### src/rtl/code_conv_sched_if.sv
// Request/result bundle for the shared binary/Gray converter.
// slave side is the scheduler; master side is the requesters plus the result consumer.
interface code_conv_sched_if #(
  parameter int WIDTH = 4
);
  logic             req0_valid;
  logic             req0_mode;
  logic [WIDTH-1:0] req0_data;
  logic             req0_ready;
  logic             req1_valid;
  logic             req1_mode;
  logic [WIDTH-1:0] req1_data;
  logic             req1_ready;
  logic             out_valid;
  logic             out_id;
  logic [WIDTH-1:0] out_data;
  logic             out_ready;
  logic             busy;

  modport slave (
    input  req0_valid, req0_mode, req0_data,
    input  req1_valid, req1_mode, req1_data,
    input  out_ready,
    output req0_ready, req1_ready,
    output out_valid, out_id, out_data, busy
  );

  modport master (
    output req0_valid, req0_mode, req0_data,
    output req1_valid, req1_mode, req1_data,
    output out_ready,
    input  req0_ready, req1_ready,
    input  out_valid, out_id, out_data, busy
  );
endinterface

### src/rtl/code_conv_sched.sv
// Round-robin scheduler for one shared binary<->Gray engine; bin->Gray 1 cycle, Gray->bin WIDTH cycles.
// One request in flight; result holds in DONE until out_ready, requests are only taken in IDLE.
module code_conv_sched #(
  parameter int WIDTH = 4
) (
  input  logic               clk,
  input  logic               rst_n,
  code_conv_sched_if.slave   cif
);

  localparam int KW = (WIDTH > 1) ? $clog2(WIDTH) : 1;

  typedef enum logic [1:0] {
    IDLE = 2'd0,
    CONV = 2'd1,
    DONE = 2'd2
  } state_t;

  state_t           state_q, state_d;
  logic             rr_q, rr_d;
  logic             id_q, id_d;
  logic [WIDTH-1:0] g_q, g_d;
  logic [WIDTH-1:0] res_q, res_d;
  logic [KW-1:0]    k_q, k_d;

  logic             grant_id;
  logic             idle_ok;
  logic             rdy0, rdy1;
  logic             accept;
  logic             sel_mode;
  logic [WIDTH-1:0] sel_data;
  logic             g_msb_unused;

  // On contention the requester that was not served last wins.
  assign grant_id = (cif.req0_valid & cif.req1_valid) ? ~rr_q : cif.req1_valid;
  assign idle_ok  = rst_n & (state_q == IDLE);
  assign rdy0     = idle_ok & cif.req0_valid & ~grant_id;
  assign rdy1     = idle_ok & cif.req1_valid & grant_id;
  assign accept   = rdy0 | rdy1;
  assign sel_mode = grant_id ? cif.req1_mode : cif.req0_mode;
  assign sel_data = grant_id ? cif.req1_data : cif.req0_data;

  assign cif.req0_ready = rdy0;
  assign cif.req1_ready = rdy1;
  assign cif.out_valid  = (state_q == DONE);
  assign cif.out_id     = id_q;
  assign cif.out_data   = res_q;
  assign cif.busy       = (state_q != IDLE);

  // The MSB of the operand is consumed at accept time, never from the latched copy.
  assign g_msb_unused = g_q[WIDTH-1];

  always_comb begin
    state_d = state_q;
    rr_d    = rr_q;
    id_d    = id_q;
    g_d     = g_q;
    res_d   = res_q;
    k_d     = k_q;
    case (state_q)
      IDLE: begin
        if (accept) begin
          id_d = grant_id;
          rr_d = grant_id;
          g_d  = sel_data;
          if (!sel_mode) begin
            res_d   = sel_data ^ (sel_data >> 1);
            state_d = DONE;
          end else begin
            res_d            = '0;
            res_d[WIDTH-1]   = sel_data[WIDTH-1];
            k_d              = (WIDTH > 1) ? KW'(WIDTH - 2) : '0;
            state_d          = (WIDTH == 1) ? DONE : CONV;
          end
        end
      end
      CONV: begin
        // Serial prefix-XOR from MSB down, one bit per cycle.
        for (int i = 0; i < WIDTH - 1; i++) begin
          if (k_q == KW'(i)) begin
            res_d[i] = res_q[i+1] ^ g_q[i];
          end
        end
        if (k_q == '0) begin
          state_d = DONE;
        end else begin
          k_d = k_q - 1'b1;
        end
      end
      DONE: begin
        if (cif.out_ready) begin
          state_d = IDLE;
        end
      end
      default: state_d = IDLE;
    endcase
  end

  always_ff @(posedge clk or negedge rst_n) begin
    if (!rst_n) begin
      state_q <= IDLE;
      rr_q    <= 1'b1;
      id_q    <= 1'b0;
      g_q     <= '0;
      res_q   <= '0;
      k_q     <= '0;
    end else begin
      state_q <= state_d;
      rr_q    <= rr_d;
      id_q    <= id_d;
      g_q     <= g_d;
      res_q   <= res_d;
      k_q     <= k_d;
    end
  end

endmodule

### src/flat_wrapper.sv
// flat-port wrapper written by rule: the top's interface ports become plain ports
module code_conv_sched_flat 
#(
  parameter int WIDTH = 4
)
  (clk, rst_n, cif_req0_valid, cif_req0_mode, cif_req0_data, cif_req1_valid, cif_req1_mode, cif_req1_data, cif_out_ready, cif_req0_ready, cif_req1_ready, cif_out_valid, cif_out_id, cif_out_data, cif_busy);
  code_conv_sched_if #(.WIDTH(WIDTH)) cif_i ();
  input  logic clk;
  input  logic rst_n;
  input wire logic [$bits(cif_i.req0_valid)-1:0] cif_req0_valid;
  input wire logic [$bits(cif_i.req0_mode)-1:0] cif_req0_mode;
  input wire logic [$bits(cif_i.req0_data)-1:0] cif_req0_data;
  input wire logic [$bits(cif_i.req1_valid)-1:0] cif_req1_valid;
  input wire logic [$bits(cif_i.req1_mode)-1:0] cif_req1_mode;
  input wire logic [$bits(cif_i.req1_data)-1:0] cif_req1_data;
  input wire logic [$bits(cif_i.out_ready)-1:0] cif_out_ready;
  output wire logic [$bits(cif_i.req0_ready)-1:0] cif_req0_ready;
  output wire logic [$bits(cif_i.req1_ready)-1:0] cif_req1_ready;
  output wire logic [$bits(cif_i.out_valid)-1:0] cif_out_valid;
  output wire logic [$bits(cif_i.out_id)-1:0] cif_out_id;
  output wire logic [$bits(cif_i.out_data)-1:0] cif_out_data;
  output wire logic [$bits(cif_i.busy)-1:0] cif_busy;
  assign cif_i.req0_valid = cif_req0_valid;
  assign cif_i.req0_mode = cif_req0_mode;
  assign cif_i.req0_data = cif_req0_data;
  assign cif_i.req1_valid = cif_req1_valid;
  assign cif_i.req1_mode = cif_req1_mode;
  assign cif_i.req1_data = cif_req1_data;
  assign cif_i.out_ready = cif_out_ready;
  assign cif_req0_ready = cif_i.req0_ready;
  assign cif_req1_ready = cif_i.req1_ready;
  assign cif_out_valid = cif_i.out_valid;
  assign cif_out_id = cif_i.out_id;
  assign cif_out_data = cif_i.out_data;
  assign cif_busy = cif_i.busy;
  code_conv_sched #(.WIDTH(WIDTH)) u_core (.clk(clk), .rst_n(rst_n), .cif(cif_i));
endmodule
### config.mk
export PLATFORM = sky130hd
export DESIGN_NAME = code_conv_sched_flat
export DESIGN_NICKNAME = d
export VERILOG_FILES = /design/src/rtl/code_conv_sched_if.sv /design/src/rtl/code_conv_sched.sv /design/src/flat_wrapper.sv
export SDC_FILE = /design/constraint.sdc
export NUM_CORES = 1
export LEC_CHECK = 0
export BUFFER_PORTS_ARGS = -buffer_cell sky130_fd_sc_hd__buf_4
export CORE_ASPECT_RATIO = 0.8
export CORE_UTILIZATION = 45
export CTS_BUF_LIST = sky130_fd_sc_hd__clkbuf_8
export CTS_CLUSTER_DIAMETER = 120
export CTS_CLUSTER_SIZE = 16
export DETAILED_ROUTE_END_ITERATION = 16
export PLACE_DENSITY_LB_ADDON = 0.15
export SYNTH_ARGS = -nofsm -noshare
export SYNTH_HDL_FRONTEND = slang
export SYNTH_SLANG_ARGS = --single-unit
### constraint.sdc
create_clock -name clk -period 1.55 [get_ports clk]
set_input_delay 0.2325 -clock clk [delete_from_list [all_inputs] [get_ports clk]]
set_output_delay 0.2325 -clock clk [all_outputs]
set_load 0.03 [all_outputs]
==> results.txt, run 1 <==
- The mapped netlist covers 858.3 um2.
* Avg Synthesized Cell Area: 9.866 um2
- Post-synthesis compound-gate area fraction: 20.26%
- Port buffering added 23 buffers.
- Remaining design rule violation count: 0
* Crit path time final: 1.551 ns
- Cells with a size suffix above 1 make up 37.82% of the layout.
- Once detailed placement completed, the half-perimeter wirelength came to 1473 um.
* Count of nets after finishing: 138
* Area share of the leading cell type in the synthesized netlist: 34.99%
* Power density over the cells: 1900 mW/mm2
- Final number of setup-violating endpoints: 1
- Placed instance area: 0.001067 mm2
- The worst path uses 100.0% of the clock period.
- The worst setup path is launched from a flip-flop.
- After detailed routing, the average wire length per cell comes to 14.18 um.
- At the pin with the least slew margin, the transition time is 0.3708 ns.
* Yosys synthesis warning count: 0
* Count of state elements after synthesis: 13
* WHS: 0.2235 ns
- Relative to the synthesized area, the layout overhead comes to 35.71%.
* Fillers: 138
- Mapped Cells: 87
- Sequence of cells on the critical path: nor3b_4 > and2_1 > buf_4
- Once routing completed, OpenROAD measured the worst setup slack at -0.0007194 ns.
- Max-cap violations in this run came to 0.
* Adder and majority gate portion of the synthesized area: 4.373%
- Global routing used 21.92% of the available tracks across all layers.
* Vias in the first global route: 694
* Antenna violations before repair: 0
- Dpl ws: 0.05047 ns
* Relative max-transition margin: 75.09%
- Entering global routing, the biggest net connects 14 pins.
- Setup repair after global routing missed its margin: yes
* Run status: finished, violations left
* Post-route design area: 0.001165 mm2
- Required time of the worst setup path: 1.32 ns
- Rows: 13
* Post-synthesis xor/xnor area fraction: 9.184%
- The core region is 0.001708 mm2.
- TritonCTS built the clock tree.
- Unique masters post-synth: 33
- Antenna viol nets, final: 0
- Drt via density: 5.241
- Of all nets on the critical path, the largest fanout is 4.
- In this run the number of H-tree levels came out at 1.
- Cell type with the largest total area after synthesis: sky130_fd_sc_hd__dfrtp_1
- 24 I/O pins were placed.
- Summing all flip-flop and latch instances after layout gives 329.1 um2.
- VDD sags by at most 1.118 mV.
- On the final layout, the worst clock skew is 0.001029 ns.
- Ranking of synthesized cells by area: sky130_fd_sc_hd__dfrtp_1 35%, sky130_fd_sc_hd__xor2_1 6.1%, sky130_fd_sc_hd__mux2i_1 5.8%
* Violations in the final reports: setup timing
- The clock passes through at most 2 buffers.
- Sinks on Clock Net: 13
- The final count of pins violating max slew came to 0.
- STA classifies the critical path endpoint as an output pin.
- Global routing finished with a remaining overflow of 0.
- Clk slew on worst S/H paths: 0.06 ns
- Die area: 0.002087 mm2
* CTS buffer count: 3
- The congestion estimate from routability-driven global placement came to 0.8376.
- First-pass DRT Iterations: 4
* Cell Count, Final, Fillers Out: 141
* Number of vias after detailed routing: 739
* Antenna cell count: 0
- By area, the combinational part of the netlist is dominated by compound AO/OA/AOI/OAI gates.
- Class of the most critical setup path: flip-flop to output pin
- Placed Cells: 133
* Net count of the mapped netlist: 105
- At the worst endpoint, the arrival time is 1.32 ns.
- Maximum clock frequency: 644.9 MHz
- Once the floorplan was initialized, standard cells occupied 50.26% of the core.
* Die Y: 41.06 um
- Master of the slowest instance on the critical path: sky130_fd_sc_hd__dfrtp_1
- The first global-routing pass estimated 3118 um of wire.
* Simple-gate portion of the synthesized area: 18.08%
- Area of the multi-input gates: 513.0 um2
- For this design the static power due to leakage is 0.5537 nW.
- Fraction of the yosys area taken by sequential cells: 38.05%
* Post-synthesis mux area share: 5.831%
- Class of the tightest hold or removal check: input pin to flip-flop
- Later-pin clock latency in the skew report: 0.24 ns
- For this block, the initial DRC count from the detailed router was 24.
- The number of endpoints with negative hold slack in the final report was 0.
- Wirelength, routed: 1999 um
- Die W: 50.83 um
* Delay of the slowest critical-path stage: 0.41 ns
- The tree is rooted in a sky130_fd_sc_hd__clkbuf_8.
## power by group
part / total (mW) / switching [mW] / leakage [nW] / internal [mW]
combinational: 1.23 / 0.666 / 0.374 / 0.567
clock: 0.299 / 0.124 / 0.0269 / 0.175
sequential: 0.681 / 0.160 / 0.153 / 0.521
## critical path, delay by kind of cell, from the launching register on
kind	cells	cell delay, ns
AND/OR/NAND/NOR	2	0.49
flip-flops	1	0.41
buffers and inverters	1	0.17
## worst paths after layout
path / startpoint / to / slack (ns) / depth (start not counted)
setup / recovery: u_core.state_q[1]$_DFFE_PN0P_ / cif_req1_ready / -0.0007 / 3
hold / removal: cif_req0_valid / u_core.rr_q$_DFFE_PN1P_ / 0.22 / 2
setup reg to reg: u_core.state_q[1]$_DFFE_PN0P_ / u_core.cif.out_data[1]$_DFFE_PN0P_ / 0.07 / 5
hold reg to reg: u_core.cif.out_id$_DFFE_PN0P_ / u_core.cif.out_id$_DFFE_PN0P_ / 0.48 / 1
max in group asynchronous: rst_n / u_core.rr_q$_DFFE_PN1P_ / 0.84 / 3
min in group asynchronous: rst_n / u_core.cif.out_data[2]$_DFFE_PN0P_ / 0.48 / 3
## through the flow
stage	power [mW]	utilization (%)	setup TNS, ns
final	2.213	68.21	-0.0007194
after global routing	2.368	68.21	-0.09996
after CTS	2.193	67.11	0
after detailed placement	1.836	62.49	0
after global placement	1.815	62.49	0
after floorplan	1.476	-	0
## logic make-up (layout without fill, tap and decap cells)
logic type	count (synthesis)	count (layout)
buffers and inverters	7	39
AND/OR/NAND/NOR	24	24
XOR/XNOR	9	9
multiplexers	5	5
adder cells (fa/ha/maj)	3	3
AO/OA/AOI/OAI	26	26
flip-flops	13	13
## state kept, by name, summed over array words and instances (netlist names)
name                 cells
u_core.state_q           2
u_core.cif.out_data      4
u_core.cif.out_id        1
u_core.rr_q              1
u_core.k_q               2
u_core.g_q               3
## per-layer routing
metal	GRT usage (%)	vias up	routed length, um
met5	0	-	0
met4	13.19	0	37
met3	5.556	4	115
met2	38.00	27	903
met1	25.62	334	943
li1	-	374	-
## synth_stat cells
| library cell | n |
|---|---|
| sky130_fd_sc_hd__dfrtp_1 | 12 |
| sky130_fd_sc_hd__a21oi_1 | 9 |
| sky130_fd_sc_hd__nand2_1 | 7 |
| sky130_fd_sc_hd__xor2_1 | 6 |
| sky130_fd_sc_hd__mux2i_1 | 5 |
| sky130_fd_sc_hd__o21ai_0 | 5 |
| sky130_fd_sc_hd__inv_1 | 4 |
| sky130_fd_sc_hd__ha_1 | 3 |
| sky130_fd_sc_hd__nand3_1 | 3 |
| sky130_fd_sc_hd__nor2_1 | 3 |
| sky130_fd_sc_hd__nor3_1 | 3 |
| sky130_fd_sc_hd__xnor2_1 | 3 |
| sky130_fd_sc_hd__a222oi_1 | 2 |
| sky130_fd_sc_hd__a22oi_1 | 2 |
| sky130_fd_sc_hd__buf_2 | 2 |
| sky130_fd_sc_hd__a21boi_2 | 1 |
| sky130_fd_sc_hd__a21o_1 | 1 |
| sky130_fd_sc_hd__a221o_1 | 1 |
| sky130_fd_sc_hd__a2bb2oi_1 | 1 |
| sky130_fd_sc_hd__a31o_1 | 1 |
| sky130_fd_sc_hd__a31oi_1 | 1 |
| sky130_fd_sc_hd__and2_1 | 1 |
| sky130_fd_sc_hd__and2b_2 | 1 |
| sky130_fd_sc_hd__buf_6 | 1 |
| sky130_fd_sc_hd__dfstp_2 | 1 |
| sky130_fd_sc_hd__nand2b_4 | 1 |
| sky130_fd_sc_hd__nor2b_4 | 1 |
| sky130_fd_sc_hd__nor3b_2 | 1 |
| sky130_fd_sc_hd__nor3b_4 | 1 |
| sky130_fd_sc_hd__o21a_1 | 1 |
| sky130_fd_sc_hd__o21ai_2 | 1 |
| sky130_fd_sc_hd__or2_2 | 1 |
| sky130_fd_sc_hd__or2b_1 | 1 |
## repair_timing
action / CTS / global route
hold buffers: 1 / 0
pin swaps: 1 / 2
resized for setup: 1 / 4
endpoints found under the hold margin: 12 / 0
buffers inserted: 3 / 0
endpoints found under the setup margin: 2 / 5
gates cloned: 0 / 0
## cells in the final DEF, fill, tap and decap left out, drive strengths merged, types with 5 or more instances in the layout
master  count
xor2        6
buf        30
mux2i       5
nand2       7
a21oi       9
o21ai       6
inv         5
dfrtp      12
## cell type report
| type | instances | share of cell area, % |
|---|---|---|
| Clock inverter | 1 | 0.3222 |
| Multi-Input combinational cell | 67 | 44.04 |
| Timing Repair Buffer | 31 | 20.19 |
| Sequential cell | 13 | 28.25 |
| Tap cell | 22 | 2.363 |
| Inverter | 4 | 1.289 |
| Clock buffer | 3 | 3.545 |
Power figures use the tool's default switching activity.
==> inputs of run 2 (changes only) <==
==> constraint.sdc (replaced) <==
create_clock -name clk -period 1.3 [get_ports clk]
set_input_delay 0.195 -clock clk [delete_from_list [all_inputs] [get_ports clk]]
set_output_delay 0.195 -clock clk [all_outputs]
set_load 0.03 [all_outputs]
==> run 2 against run 1 <==
  * Critical endpoint is now cif_req0_ready
  * Critical path depth up 2
  * First-iteration DRC count is 4.2% higher
  * Die area is the same
  * Sequential share of layout area is 4.7 points lower
  * The flow still finishes with violations (setup timing)
==> results.txt, run 2 (synthesized netlist as in run 1, its figures left out) <==
- Antenna cell count: 0
* Delay of the slowest critical-path stage: 0.42 ns
* Overflow left after global routing: 0
- Once layout is done, the placed cells without fillers occupy 0.001391 mm2.
- Total count of max-transition violations in the final report: 0
- In the routed design, unresolved DRC markers number 0.
- Final-report hold violation count: 0
* Clock Tree Buf Depth: 2
* Number of vias after detailed routing: 869
- Drt via density: 5.606
* Critical path origin: u_core.state_q[1]$_DFFE_PN0P_
- VDD sags by at most 1.498 mV.
- Run status: finished, violations left
- The initial antenna violation count came to 0.
* Relative max-transition margin: 78.33%
- Setup repair after global routing could not meet its margin everywhere.
- Rows: 13
* Starting DRT DRC Count: 25
- Crit path time final: 1.567 ns
* Launch point of the worst reg-to-reg path: u_core.state_q[1]$_DFFE_PN0P_
- Routability congestion estimate: 0.8299
- At the pin with the least slew margin, the transition time is 0.3231 ns.
- Counting instances, the worst hold path has a depth of 3.
* WHS: 0.2561 ns
- Master of the slowest instance on the critical path: sky130_fd_sc_hd__dfrtp_1
- Antenna viol nets, final: 0
- Max cap viols: 0
* Average detailed-routed wire length per instance: 17.12 um
* Critical register-to-register path endpoint: u_core.cif.out_data[0]$_DFFE_PN0P_
* Violations in the final reports: setup timing
- The worst setup path is launched from a flip-flop.
* Largest net degree at the start of global routing: 14
* Most common cell after layout, fill and taps aside: sky130_fd_sc_hd__buf_4
- Wirelength, routed: 2653 um
* Final number of setup-violating endpoints: 17
- Placed instance area: 0.001137 mm2
- Later-pin clock latency in the skew report: 0.25 ns
- Of all nets on the critical path, the largest fanout is 3.
* Worst R2R Setup Slack: -0.21 ns
* Max reg flops: 4
* Sinks on Clock Net: 13
- TritonCTS built the clock tree.
* Arrival time at the worst endpoint: 1.37 ns
- Setup total negative slack on the finished layout was measured at -2.125 ns.
- Global routing used 25.50% of the available tracks across all layers.
* Port buffer count: 23
- The worst setup path is captured at an output pin.
- Vias in the first global route: 773
* Master cell of the clock root buffer: sky130_fd_sc_hd__clkbuf_8
- Cell count of the worst reg-to-reg path: 7
- Total I/O pin count: 24
- Static timing analysis puts the maximum clock frequency at 638.3 MHz.
- The final critical path takes up 120.5% of the cycle.
- Critical Path Most Common Cell: sky130_fd_sc_hd__buf_6
- Fin worst setup slack: -0.2667 ns
- Share of cells above drive strength 1: 56.39%
- Area growth from synthesis to layout: 62.10%
- Total half-perimeter wirelength after legalization and detailed placement: 1667 um
- Counting the fill cells in the layout gives 110.
- The total area inside the core boundary comes to 0.001708 mm2.
* Leakage power figure: 0.6496 nW
* Clk slew on worst S/H paths: 0.06 ns
- First-pass DRT Iterations: 4
- Die Y: 41.06 um
- CTS buffer count: 3
- WP buf/inv: 2
- Sink of the worst hold path: u_core.g_q[0]$_DFFE_PN0P_
- Critical hold path startpoint: cif_req0_data[0]
* Wire length of the first global-routing pass: 3608 um
- The worst hold path belongs to the class input pin to flip-flop.
* Die W: 50.83 um
* Count of nets after finishing: 152
- Data on the critical path is required at its endpoint by 1.11 ns.
- Cell family contributing the most delay on the critical path: flip-flops
* Power density over the cells: 2304 mW/mm2
* Commonest non-fill, non-tap cells in the layout: 34 x sky130_fd_sc_hd__buf_4, 11 x sky130_fd_sc_hd__dfrtp_1, 9 x sky130_fd_sc_hd__buf_6, 7 x sky130_fd_sc_hd__a21oi_1, 6 x sky130_fd_sc_hd__xor2_1
* Clock Skew: 0.003124 ns
- The die covers 0.002087 mm2.
* Class of the most critical setup path: flip-flop to output pin
- In this run the number of H-tree levels came out at 1.
- Sequence of cells on the critical path: nor3b_4 > buf_6 > nand2_4 > nor2_4 > buf_6
* Starting density of the core: 50.26%
- Pwr Total: 3.206 mW
-- run 2: cell types whose count changed in the layout (fill, tap and decap cells not counted), moves of 3 or more --
cell / before / now
sky130_fd_sc_hd__buf_4: 30 / 34
sky130_fd_sc_hd__nand2_1: 6 / 2
sky130_fd_sc_hd__o21ai_2: 0 / 3
sky130_fd_sc_hd__nand2_2: 1 / 4
sky130_fd_sc_hd__o21ai_0: 5 / 1
sky130_fd_sc_hd__buf_6: 0 / 9
-- run 2: power by group --
part,switching [mW],internal (mW)
sequential,0.190,0.618
combinational,1.04,0.986
clock,0.160,0.209
-- run 2: timing repair --
item / 4_1_cts / 5_1_grt
setup buffers: 5 / 5
resized for setup: 14 / 22
pin swaps: 5 / 9
hold buffers: 1 / 0
hold endpoints to repair: 12 / 0
setup endpoints to repair: 11 / 17
-- run 2: layout make-up --
class                      count  area [um2]  share of cell area [%]
sequential                    13       327.8                   23.56
timing repair buffer          45       381.6                   27.43
tap                           22       27.53                   1.978
clock inverter                 1       3.754                  0.2698
clock buffer                   3       41.29                   2.968
inverter                       4       15.01                   1.079
multi-input combinational     67       594.3                   42.72
-- run 2: worst register-to-register path, stage by stage, from the launching register on --
cell and delay, ns:
sky130_fd_sc_hd__dfrtp_1 0.42, sky130_fd_sc_hd__nor3b_4 0.27, sky130_fd_sc_hd__buf_6 0.15, sky130_fd_sc_hd__o21ai_4 0.07, sky130_fd_sc_hd__buf_4 0.14, sky130_fd_sc_hd__buf_6 0.11
sky130_fd_sc_hd__a21oi_4 0.14, sky130_fd_sc_hd__a2bb2oi_2 0.14
-- run 2: stage by stage --
stage / setup WS, ns / util, % / instances
after floorplan: -0.001986 / - / 87
after global placement: -0.04453 / 66.59 / 141
after detailed placement: -0.1321 / 66.59 / 141
after CTS: -0.2339 / 74.87 / 151
after global routing: -0.3203 / 81.47 / 155
final: -0.2667 / 81.47 / 155
-- run 2: worst max path at each step --
stage / to / cells after the start
2_1_floorplan: u_core.cif.out_data[1]$_DFFE_PN0P_ / 5
3_3_place_gp: u_core.cif.out_data[1]$_DFFE_PN0P_ / 5
3_5_place_dp: u_core.cif.out_data[2]$_DFFE_PN0P_ / 5
4_1_cts: cif_req0_ready / 5
5_1_grt: u_core.cif.out_data[2]$_DFFE_PN0P_ / 5
6_report: cif_req0_ready / 5
-- run 2: layer usage --
layer  vias up  GRT usage, %  wire (um)
met4         0         8.333         23
met5         -             0          0
met1       435         31.06       1140
li1        404             -          -
met3         4         4.444        109
met2        26         47.33       1381
==> inputs of run 3 (changes only) <==
--- a/config.mk
+++ b/config.mk
@@ -7,7 +7,7 @@
 export LEC_CHECK = 0
 export BUFFER_PORTS_ARGS = -buffer_cell sky130_fd_sc_hd__buf_4
 export CORE_ASPECT_RATIO = 0.8
-export CORE_UTILIZATION = 45
+export CORE_UTILIZATION = 48
 export CTS_BUF_LIST = sky130_fd_sc_hd__clkbuf_8
 export CTS_CLUSTER_DIAMETER = 120
 export CTS_CLUSTER_SIZE = 16
==> run 3 against run 2 <==
  * The run still ends with setup timing left
  * Power down 1.8%
  * Clock-buffer cell count unchanged
  * Routed wire length down 7.0%
  * Sequential power down 0.6%
  * Global-route usage up 0.84 points
  * Worst hold slack better by 0.0056 ns
  * Core utilization up 3.2 points
  * Setup slack better by 0.056 ns
  * Critical path type unchanged
  * Largest cell class unchanged
==> results.txt, run 3 (synthesized netlist as in run 1, its figures left out) <==
* Number of vias after detailed routing: 834
- At the worst endpoint, the arrival time is 1.32 ns.
- At the end of the flow, the number of nets in the layout was 155.
- The run finished, with violations left.
- Maximum clock frequency: 662.0 MHz
* Final-report hold violation count: 0
- Pwr Total: 3.148 mW
- Required time of the worst setup path: 1.11 ns
* Transition time at the pin with the least slew margin: 0.2991 ns
- Average detailed-routed wire length per instance: 15.62 um
* Commonest non-fill, non-tap cells in the layout: 38 x sky130_fd_sc_hd__buf_4, 10 x sky130_fd_sc_hd__dfrtp_1, 9 x sky130_fd_sc_hd__a21oi_1, 9 x sky130_fd_sc_hd__buf_6
- Kind of end point of the critical path: output pin
- Most congested layer reported by global routing: met2
- Overflow left after global routing: 0
- The filler cells instantiated in the layout total 92.
* Violations in the final reports: setup timing
- The initialized floorplan defines 13 standard-cell rows.
- Detailed placement finished with a half-perimeter wire length of 1691 um.
* First-pass DRT Iterations: 5
- Area of the multi-input gates: 576.8 um2
- Global routing used 46.58% of the available met2 tracks.
- Post-route design area: 0.001390 mm2
- The first global-routing pass estimated 3588 um of wire.
- Once routing completed, OpenROAD measured the worst setup slack at -0.2105 ns.
- Antenna violations before repair: 0
- Final number of setup-violating endpoints: 13
- Internal Dissipation: 1.839 mW
- TritonCTS built the clock tree.
* Routability congestion estimate: 0.8338
- Entering global routing, the biggest net connects 14 pins.
- Drt via density: 5.278
- The worst hold path belongs to the class input pin to flip-flop.
- Of the total power, combinational logic draws 63.1%.
* Placed instance area: 0.001167 mm2
- Across the whole layout, storage elements account for 329.1 um2.
- Placed Cells: 145
- The longest clock path from root to sink contains 2 buffers.
* Area growth from synthesis to layout: 61.95%
- The count of cells in the finished layout, fillers not included, comes to 158.
- Die area: 0.001962 mm2
- The root buffer cell chosen for the clock tree is sky130_fd_sc_hd__clkbuf_8.
- In this run switching power makes up 41.58% of total power.
- The routed design has 2468 um of wire.
- Number of levels the H-tree was split into: 1
- In this run the tightest slew margin relative to its limit is 80.06%.
- Total I/O pin count: 24
- At the placement stage, the worst setup path has a slack of -0.09792 ns.
* Most common cell after layout, fill and taps aside: sky130_fd_sc_hd__buf_4
* Die W: 49.28 um
* Period utilisation layout: 116.2%
* Max IR drop VDD: 1.487 mV
- For met3 alone, demand over resource in global routing was 3.488%.
- Port buffer count: 23
- By startpoint and endpoint, the worst setup path is classified as flip-flop to output pin.
* Sinks on Clock Net: 13
- Setup repair after global routing missed its margin: yes
- Per report_power, the clock group accounts for 11.5% of the total.
- The floorplan step defined a core boundary enclosing 0.001643 mm2.
- The later pin in the worst-skew pair is clocked with a latency of 0.25 ns.
- NetSw: 1.309 mW
* CTS buffer count: 3
* Clock Skew: 0.004229 ns
- The worst setup path is launched from a flip-flop.
- Clk slew on worst S/H paths: 0.06 ns
* Starting density of the core: 52.25%
* Antenna viol nets, final: 0
- GR Util met1: 33.02%
- Antenna cell count: 0
* WHS: 0.2617 ns
- Crit path time final: 1.510 ns
- The post-route netlist has 52.94% of its cells at a drive strength greater than 1.
* Max reg flops: 4
- The tool flagged a number of max-cap violations equal to 0.
* Die Y: 39.82 um
* Total count of max-transition violations in the final report: 0
* Leakage power figure: 0.6583 nW
- Power spread over the standard cell area amounts to 2265 mW/mm2.
- The first routing iteration left 23 violations.
- In this run the worst path has a maximum fanout of 4.
* Remaining design rule violation count: 0
- Sequential cells account for 25.5% of the total power.
- For this run, the total global-route usage over all layers was measured as 26.33%.
- The number of global-route vias before repair was 769.
-- run 3: changes by cell type in the layout (fill, tap and decap cells not counted), moves of 2 or more --
cell | previous run | this run
sky130_fd_sc_hd__a21oi_1 | 7 | 9
sky130_fd_sc_hd__buf_4 | 34 | 38
sky130_fd_sc_hd__nand2_1 | 2 | 6
sky130_fd_sc_hd__nand2_2 | 4 | 0
sky130_fd_sc_hd__o21ai_1 | 1 | 4
sky130_fd_sc_hd__o21ai_2 | 3 | 1
-- run 3: power by group through the flow --
stage | Clock (mW) | Sequential [mW] | Combinational [mW]
final | 0.361 | 0.802 | 1.99
after global routing | 0.374 | 0.828 | 2.12
after CTS | 0.359 | 0.796 | 1.84
after detailed placement | 0 | 0.792 | 1.60
after global placement | 0 | 0.780 | 1.55
after floorplan | 0 | 0.936 | 0.860
-- run 3: worst paths after layout --
| path | start | to | slack, ns | cells past startpoint |
|---|---|---|---|---|
| max | u_core.state_q[1]$_DFFE_PN0P_ | cif_req1_ready | -0.21 | 4 |
| min | cif_req1_data[3] | u_core.cif.out_data[3]$_DFFE_PN0P_ | 0.26 | 3 |
| max reg2reg | u_core.state_q[0]$_DFFE_PN0P_ | u_core.state_q[1]$_DFFE_PN0P_ | -0.16 | 5 |
| min reg2reg | u_core.cif.out_id$_DFFE_PN0P_ | u_core.cif.out_id$_DFFE_PN0P_ | 0.51 | 1 |
| max in group asynchronous | rst_n | u_core.rr_q$_DFFE_PN1P_ | 0.63 | 3 |
| min in group asynchronous | rst_n | u_core.k_q[0]$_DFFE_PN0P_ | 0.43 | 3 |
-- run 3: critical path, stage by stage (launching register included) --
cell and delay (ns):
sky130_fd_sc_hd__dfrtp_2 0.43, sky130_fd_sc_hd__nor3b_4 0.23, sky130_fd_sc_hd__buf_6 0.15, sky130_fd_sc_hd__and2_4 0.14, sky130_fd_sc_hd__buf_6 0.12
-- run 3: per-layer routing --
| metal | vias to the layer above | part of all wire (%) | wire length (um) |
|---|---|---|---|
| li1 | 407 | - | - |
| met1 | 393 | 43 | 1060 |
| met2 | 29 | 52 | 1291 |
| met3 | 5 | 3.4 | 83 |
| met4 | 0 | 1.4 | 34 |
| met5 | - | 0 | 0 |
-- run 3: area by class of cell --
type / instances / area share, %
multi-input cells: 67 / 41.49
flip-flops and latches: 13 / 23.67
repair buffers: 48 / 28.53
inverters: 4 / 1.080
clock inverters: 1 / 0.2700
clock buffers: 3 / 2.970
well taps: 22 / 1.980
-- run 3: stage by stage --
stage | setup TNS, ns | util, %
floorplan | -0.003971 | -
global placement | -0.09808 | 71.06
detailed placement | -0.3594 | 71.06
CTS | -1.521 | 81.80
global route | -2.102 | 84.62
finish | -1.553 | 84.62
-- run 3: what timing repair did --
item | 4_1_cts | 5_1_grt
endpoints found under the setup margin | 11 | 16
endpoints found under the hold margin | 12 | 0
hold buffers | 1 | 0
gates cloned | 0 | 0
pin swaps | 7 | 6
buffers inserted | 7 | 2
resized for setup | 21 | 8
